===== src/rtl/dm_store_buf_pkg.sv =====
// Shared store-op codes, the buffered entry format and alignment helpers
// for the data-memory store buffer.
package dm_store_buf_pkg;

    localparam logic [2:0] ST_OP_W = 3'd1;
    localparam logic [2:0] ST_OP_H = 3'd2;
    localparam logic [2:0] ST_OP_B = 3'd3;

    localparam int DEPTH_DEFAULT = 2;

    typedef struct packed {
        logic [31:0] addr;
        logic [3:0]  byteen;
        logic [31:0] wdata;
    } st_entry_t;

    function automatic logic is_store_op(input logic [2:0] op);
        return (op == ST_OP_W) || (op == ST_OP_H) || (op == ST_OP_B);
    endfunction

    // Bytes are always aligned; unknown ops report aligned so they never raise exc_ades.
    function automatic logic is_aligned(input logic [2:0] op, input logic [1:0] addr_lo);
        case (op)
            ST_OP_W: return addr_lo == 2'b00;
            ST_OP_H: return addr_lo[0] == 1'b0;
            default: return 1'b1;
        endcase
    endfunction

endpackage


===== src/rtl/dm_store_buf_store_align.sv =====
// Lane alignment of a store: byte enables and replicated write data
// derived from the op, the low address bits and the right-justified data.
module store_align
    import dm_store_buf_pkg::*;
(
    input  logic [2:0]  op,
    input  logic [1:0]  addr,
    input  logic [31:0] data,
    output logic [3:0]  byteen,
    output logic [31:0] wdata
);

    always_comb begin
        // NOTE: defaults first so every path assigns both outputs and no latch is inferred.
        byteen = 4'b0000;
        wdata  = 32'h0;
        case (op)
            ST_OP_W: begin
                byteen = 4'b1111;
                wdata  = data;
            end
            ST_OP_H: begin
                byteen = addr[1] ? 4'b1100 : 4'b0011;
                wdata  = {data[15:0], data[15:0]};
            end
            ST_OP_B: begin
                byteen = 4'b0001 << addr;
                wdata  = {4{data[7:0]}};
            end
            default: ;
        endcase
    end

endmodule


===== src/rtl/dm_store_buf.sv =====
// In-order store buffer between the pipeline and data memory: aligned stores
// are queued and presented head-first through registered mem_* outputs.
module dm_store_buf
    import dm_store_buf_pkg::*;
#(
    parameter int DEPTH = DEPTH_DEFAULT
) (
    input  logic        clk,
    input  logic        reset,
    input  logic        st_valid,
    input  logic [2:0]  st_op,
    input  logic [31:0] st_addr,
    input  logic [31:0] st_data,
    output logic        st_ready,
    output logic        exc_ades,
    output logic        mem_req,
    output logic [31:0] mem_addr,
    output logic [3:0]  mem_byteen,
    output logic [31:0] mem_wdata,
    input  logic        mem_ack,
    output logic        empty
);

    localparam int PTR_W = $clog2(DEPTH);
    localparam int CNT_W = $clog2(DEPTH + 1);

    logic [CNT_W-1:0] count_q, count_d;
    logic [PTR_W-1:0] rd_ptr_q, rd_ptr_d;
    logic [PTR_W-1:0] wr_ptr_q, wr_ptr_d;
    st_entry_t        head_q, head_d;
    logic             exc_q, exc_d;
    st_entry_t        entries_q [DEPTH];
    st_entry_t        new_entry;
    logic             push, pop, op_ok, aligned;

    function automatic logic [PTR_W-1:0] ptr_inc(input logic [PTR_W-1:0] p);
        return (p == PTR_W'(DEPTH - 1)) ? '0 : p + PTR_W'(1);
    endfunction

    store_align u_align (
        .op     (st_op),
        .addr   (st_addr[1:0]),
        .data   (st_data),
        .byteen (new_entry.byteen),
        .wdata  (new_entry.wdata)
    );

    assign new_entry.addr = {st_addr[31:2], 2'b00};

    assign st_ready = count_q < CNT_W'(DEPTH);
    assign mem_req  = count_q != '0;
    assign empty    = count_q == '0;
    assign op_ok    = is_store_op(st_op);
    assign aligned  = is_aligned(st_op, st_addr[1:0]);
    assign push     = st_valid & st_ready & op_ok & aligned;
    assign pop      = mem_req & mem_ack;

    always_comb begin
        count_d  = count_q;
        rd_ptr_d = pop  ? ptr_inc(rd_ptr_q) : rd_ptr_q;
        wr_ptr_d = push ? ptr_inc(wr_ptr_q) : wr_ptr_q;
        exc_d    = st_valid & st_ready & op_ok & ~aligned;
        case ({push, pop})
            2'b10:   count_d = count_q + CNT_W'(1);
            2'b01:   count_d = count_q - CNT_W'(1);
            default: count_d = count_q;
        endcase
        // The slot being written becomes the head when the buffer was empty or drains to it.
        if (count_d == '0)
            head_d = '0;
        else if (push && (wr_ptr_q == rd_ptr_d))
            head_d = new_entry;
        else
            head_d = entries_q[rd_ptr_d];
    end

    // NOTE: entry storage has no reset; count and pointers alone decide which slots are live.
    always_ff @(posedge clk) begin
        if (push)
            entries_q[wr_ptr_q] <= new_entry;
    end

    // NOTE: non-blocking assignments so every register samples pre-edge values.
    always_ff @(posedge clk) begin
        if (reset) begin
            count_q  <= '0;
            rd_ptr_q <= '0;
            wr_ptr_q <= '0;
            head_q   <= '0;
            exc_q    <= 1'b0;
        end else begin
            count_q  <= count_d;
            rd_ptr_q <= rd_ptr_d;
            wr_ptr_q <= wr_ptr_d;
            head_q   <= head_d;
            exc_q    <= exc_d;
        end
    end

    assign exc_ades   = exc_q;
    assign mem_addr   = head_q.addr;
    assign mem_byteen = head_q.byteen;
    assign mem_wdata  = head_q.wdata;

endmodule


===== config.mk =====
export PLATFORM = sky130hd
export DESIGN_NAME = dm_store_buf
export DESIGN_NICKNAME = d
export VERILOG_FILES = /design/src/rtl/dm_store_buf_pkg.sv /design/src/rtl/dm_store_buf_store_align.sv /design/src/rtl/dm_store_buf.sv
export SDC_FILE = /design/constraint.sdc
export NUM_CORES = 1
export LEC_CHECK = 0
export CELL_PAD_IN_SITES_DETAIL_PLACEMENT = 0
export CELL_PAD_IN_SITES_GLOBAL_PLACEMENT = 1
export CORE_MARGIN = 5
export CORE_UTILIZATION = 43
export DETAILED_ROUTE_END_ITERATION = 7
export HOLD_SLACK_MARGIN = 0.12
export PLACE_DENSITY_LB_ADDON = 0.3
export REMOVE_ABC_BUFFERS = 1
export SLEW_MARGIN = 20
export SYNTH_ARGS = -nofsm -noshare
export SYNTH_HDL_FRONTEND = slang
export SYNTH_SLANG_ARGS = --single-unit

===== constraint.sdc =====
create_clock -name clk -period 8 [get_ports clk]
set_input_delay 2 -clock clk [delete_from_list [all_inputs] [get_ports clk]]
set_output_delay 2 -clock clk [all_outputs]
set_load 0.02 [all_outputs]

==> results.json <==
{
  "status": "finished, final reports clean",
  "drc": 0,
  "cts_buffers": 23,
  "crit_path_max_fanout": 45,
  "seq_area_um2": 5390,
  "avgSynthCellArea_um2": 13.1,
  "crit_start": "st_op[2]",
  "path_class": "in -> reg",
  "yosysTopAreaCell": "edfxtp_1",
  "worst_setup_path_end_kind": "register",
  "yosys.area.top_type_share": 0.482,
  "cts_setup_buffers": 0,
  "ys_seq_area_frac": 0.655,
  "setup_viol": 0,
  "min_period_over_period": 0.688,
  "antenna_found_initial": 0,
  "slew_viol_final": 0,
  "fp-row-count": 50,
  "irDropWorstVdd_uv": 138,
  "layout.nets": 823,
  "place_hpwl_um": 12700,
  "postCtsHoldBufs": 0,
  "clock_path_buffers": 3,
  "clk_latency_ns": 0.50,
  "ys_types": 43,
  "final.min_clock_period_ns": 5.50,
  "grt_pass1_vias": 5635,
  "synthFlopType": "edfxtp_1",
  "finalClockSkew_ns": 0.0151,
  "final.setup.worst_slack_ns": 2.50,
  "worstPathRequired_ns": 8.35,
  "tightestPinTransition_ns": 1.08,
  "die_x_um": 148,
  "dieArea_um2": 22000,
  "synthAdderAreaFrac": 0.00152,
  "htree_levels": 1,
  "yosys.area_share.simple": 0.0930,
  "power.density_nw_per_um2": 254,
  "grtUsageTotal": 0.176,
  "dp_slack_ns": 2.06,
  "min_from": "wr_ptr_q",
  "core_area_um2": 18800,
  "hold_path.class": "reg -> reg",
  "leakagePower_nw": 3.85,
  "final_hold_viol_count": 0,
  "routed_wl_um": 19800,
  "vias": 5484,
  "port_buffers": 140,
  "wl_per_cell_um": 19.7,
  "crit_chain": "clkdlybuf4s50_1 > buf_4 > or3b_1 > a221oi_2 > inv_2 > ha_1 > nor2b_1 > a21oi_1 > o21ai_4 > buf_4 > a211oi_1",
  "crit_arrival_ns": 5.86,
  "crit_path_start_kind": "primary input",
  "clock.fmax_mhz": 182,
  "cts_sinks": 203,
  "io-pin-count": 143,
  "grt_max_degree": 69,
  "layout-drive-gt1-share": 0.0872,
  "fp.dieH_um": 148,
  "cp_common_cell": "buf_4",
  "synth_xor_area_frac": 0.0105,
  "async_reset_ff_frac": 0,
  "vias_per_cell": 5.47,
  "syn_area_um2": 8220,
  "cp_slowest_cell": "a221oi_2",
  "muxShareOfSynthArea": 0.0816,
  "dr.pass1.iters": 5,
  "utilization": 0.557,
  "n_fill_cell": 1578,
  "relSlewSlack": 0.278,
  "synth_top_family_by_area": "compound AO/OA/AOI/OAI gates",
  "cts_tree": "yes",
  "maxCapViolCount": 0,
  "rsz0062_at_grt": "no",
  "diodes": 0,
  "fin_tns_setup_ns": 0,
  "synth_cells": 628,
  "cts_resized": 0,
  "gp_congestion": 0.818,
  "grt_overflow": 0,
  "synth-compound-area-share": 0.121,
  "cts_root_buffer": "clkbuf_16",
  "synth_warnings": 0,
  "synth_edf_count": 132,
  "synth-seq-cells": 203,
  "max_stage_delay_ns": 0.70,
  "ant_nets": 0,
  "synth_area_leaders": "edfxtp_1, dfxtp_1, mux2i_1",
  "initial_core_util": 0.438,
  "syn_to_final_growth_pct": 27.2,
  "grt_pass1_wl_um": 31100,
  "clkTransAtPathRegs_ns": 0.06,
  "multiInputGateArea_um2": 2570,
  "r2r-start": "count_q[1]",
  "first_iter_violations": 395
}
## where the power goes
group / total [W] / switching (W) / internal (W)
combinational: 0.000511 / 0.000294 / 0.000217
sequential: 0.00121 / 0.0000279 / 0.00118
clock: 0.000936 / 0.000396 / 0.000540
## through the flow
| step | power, W | instances | area (µm²) | hold WS, ns |
|---|---|---|---|---|
| 3_3_place_gp | 0.00173 | 960 | 9770 | 0.464 |
| 5_1_grt | 0.00276 | 1002 | 10500 | 0.517 |
| 4_1_cts | 0.00268 | 1002 | 10500 | 0.477 |
| 3_5_place_dp | 0.00174 | 960 | 9770 | 0.469 |
| 2_1_floorplan | 0.00153 | 575 | 7960 | 0.444 |
| 6_report | 0.00265 | 1002 | 10500 | 0.478 |
## final timing paths
kind | to | slack (ns) | depth (start not counted)
min reg2reg | wr_ptr_q | 0.48 | 2
min | wr_ptr_q | 0.48 | 2
max reg2reg | mem_wdata[9] | 4.27 | 9
max | mem_wdata[9] | 2.50 | 11
## area by class of cell
| type | count | share of cell area |
|---|---|---|
| Sequential cell | 203 | 0.515 |
| Multi-Input combinational cell | 362 | 0.246 |
| Timing Repair Buffer | 151 | 0.142 |
| Clock buffer | 29 | 0.0582 |
| Tap cell | 234 | 0.0280 |
| Clock inverter | 13 | 0.00718 |
| Inverter | 10 | 0.00359 |
## Yosys cell counts (9+ instances only)
cell type,number
nand2b_1,17
edfxtp_1,132
a211oi_1,60
nand2_1,26
nor3_1,50
a21oi_1,37
dfxtp_1,71
clkbuf_1,24
nor2_1,20
buf_2,19
a22oi_1,9
and2_1,10
mux2i_1,58
## per-layer routing
layer  wire length [µm]  vias up  global-route usage
met1               9060     2634               0.253
met5                  0        -                   0
met2               8890      209               0.272
met4                441        0              0.0490
li1                   -     2613                   -
met3               1390       28              0.0378
## flip-flops by register name (all words and copies together) (netlist names)
register and count:
exc_ades 1, rd_ptr_q 1, count_q 2, entries_q 132, mem_addr 30, wr_ptr_q 1, mem_wdata 32, mem_byteen 4
## critical path, delay by kind of cell
family          cells  cell delay, ns
compound gates      4            1.49
buf+inv             4            1.31
simple gates        2            0.65
fa+ha+maj           1            0.36
## cell families after synthesis
| logic type | Yosys count |
|---|---|
| AOI/OAI and AO/OA | 141 |
| other | 1 |
| and+or+nand+nor | 147 |
| adders and majority gates | 1 |
| buffers and inverters | 64 |
| muxes | 66 |
| xor gates and xnor gates | 5 |
| DFF | 203 |
## layout by cell type, fill, tap and decap left out, types with 4 or more instances in the layout
master and instances:
edfxtp_1 132, clkdlybuf4s50_1 140, clkbuf_16 23, nor2_1 19, dfxtp_1 70, clkinv_2 4, and2_1 10, o211a_1 8
inv_1 7, nand3b_1 8, buf_4 11, a21oi_1 37, mux2_2 8, a2bb2oi_1 8, nor3_1 50, mux2i_1 58
a211oi_1 60, nand2b_1 17, nand2_1 26, clkbuf_1 5, nor2b_1 4, or4_1 8, clkinv_1 4, a22oi_1 9
o22ai_1 8
Power figures use the tool's default switching activity.
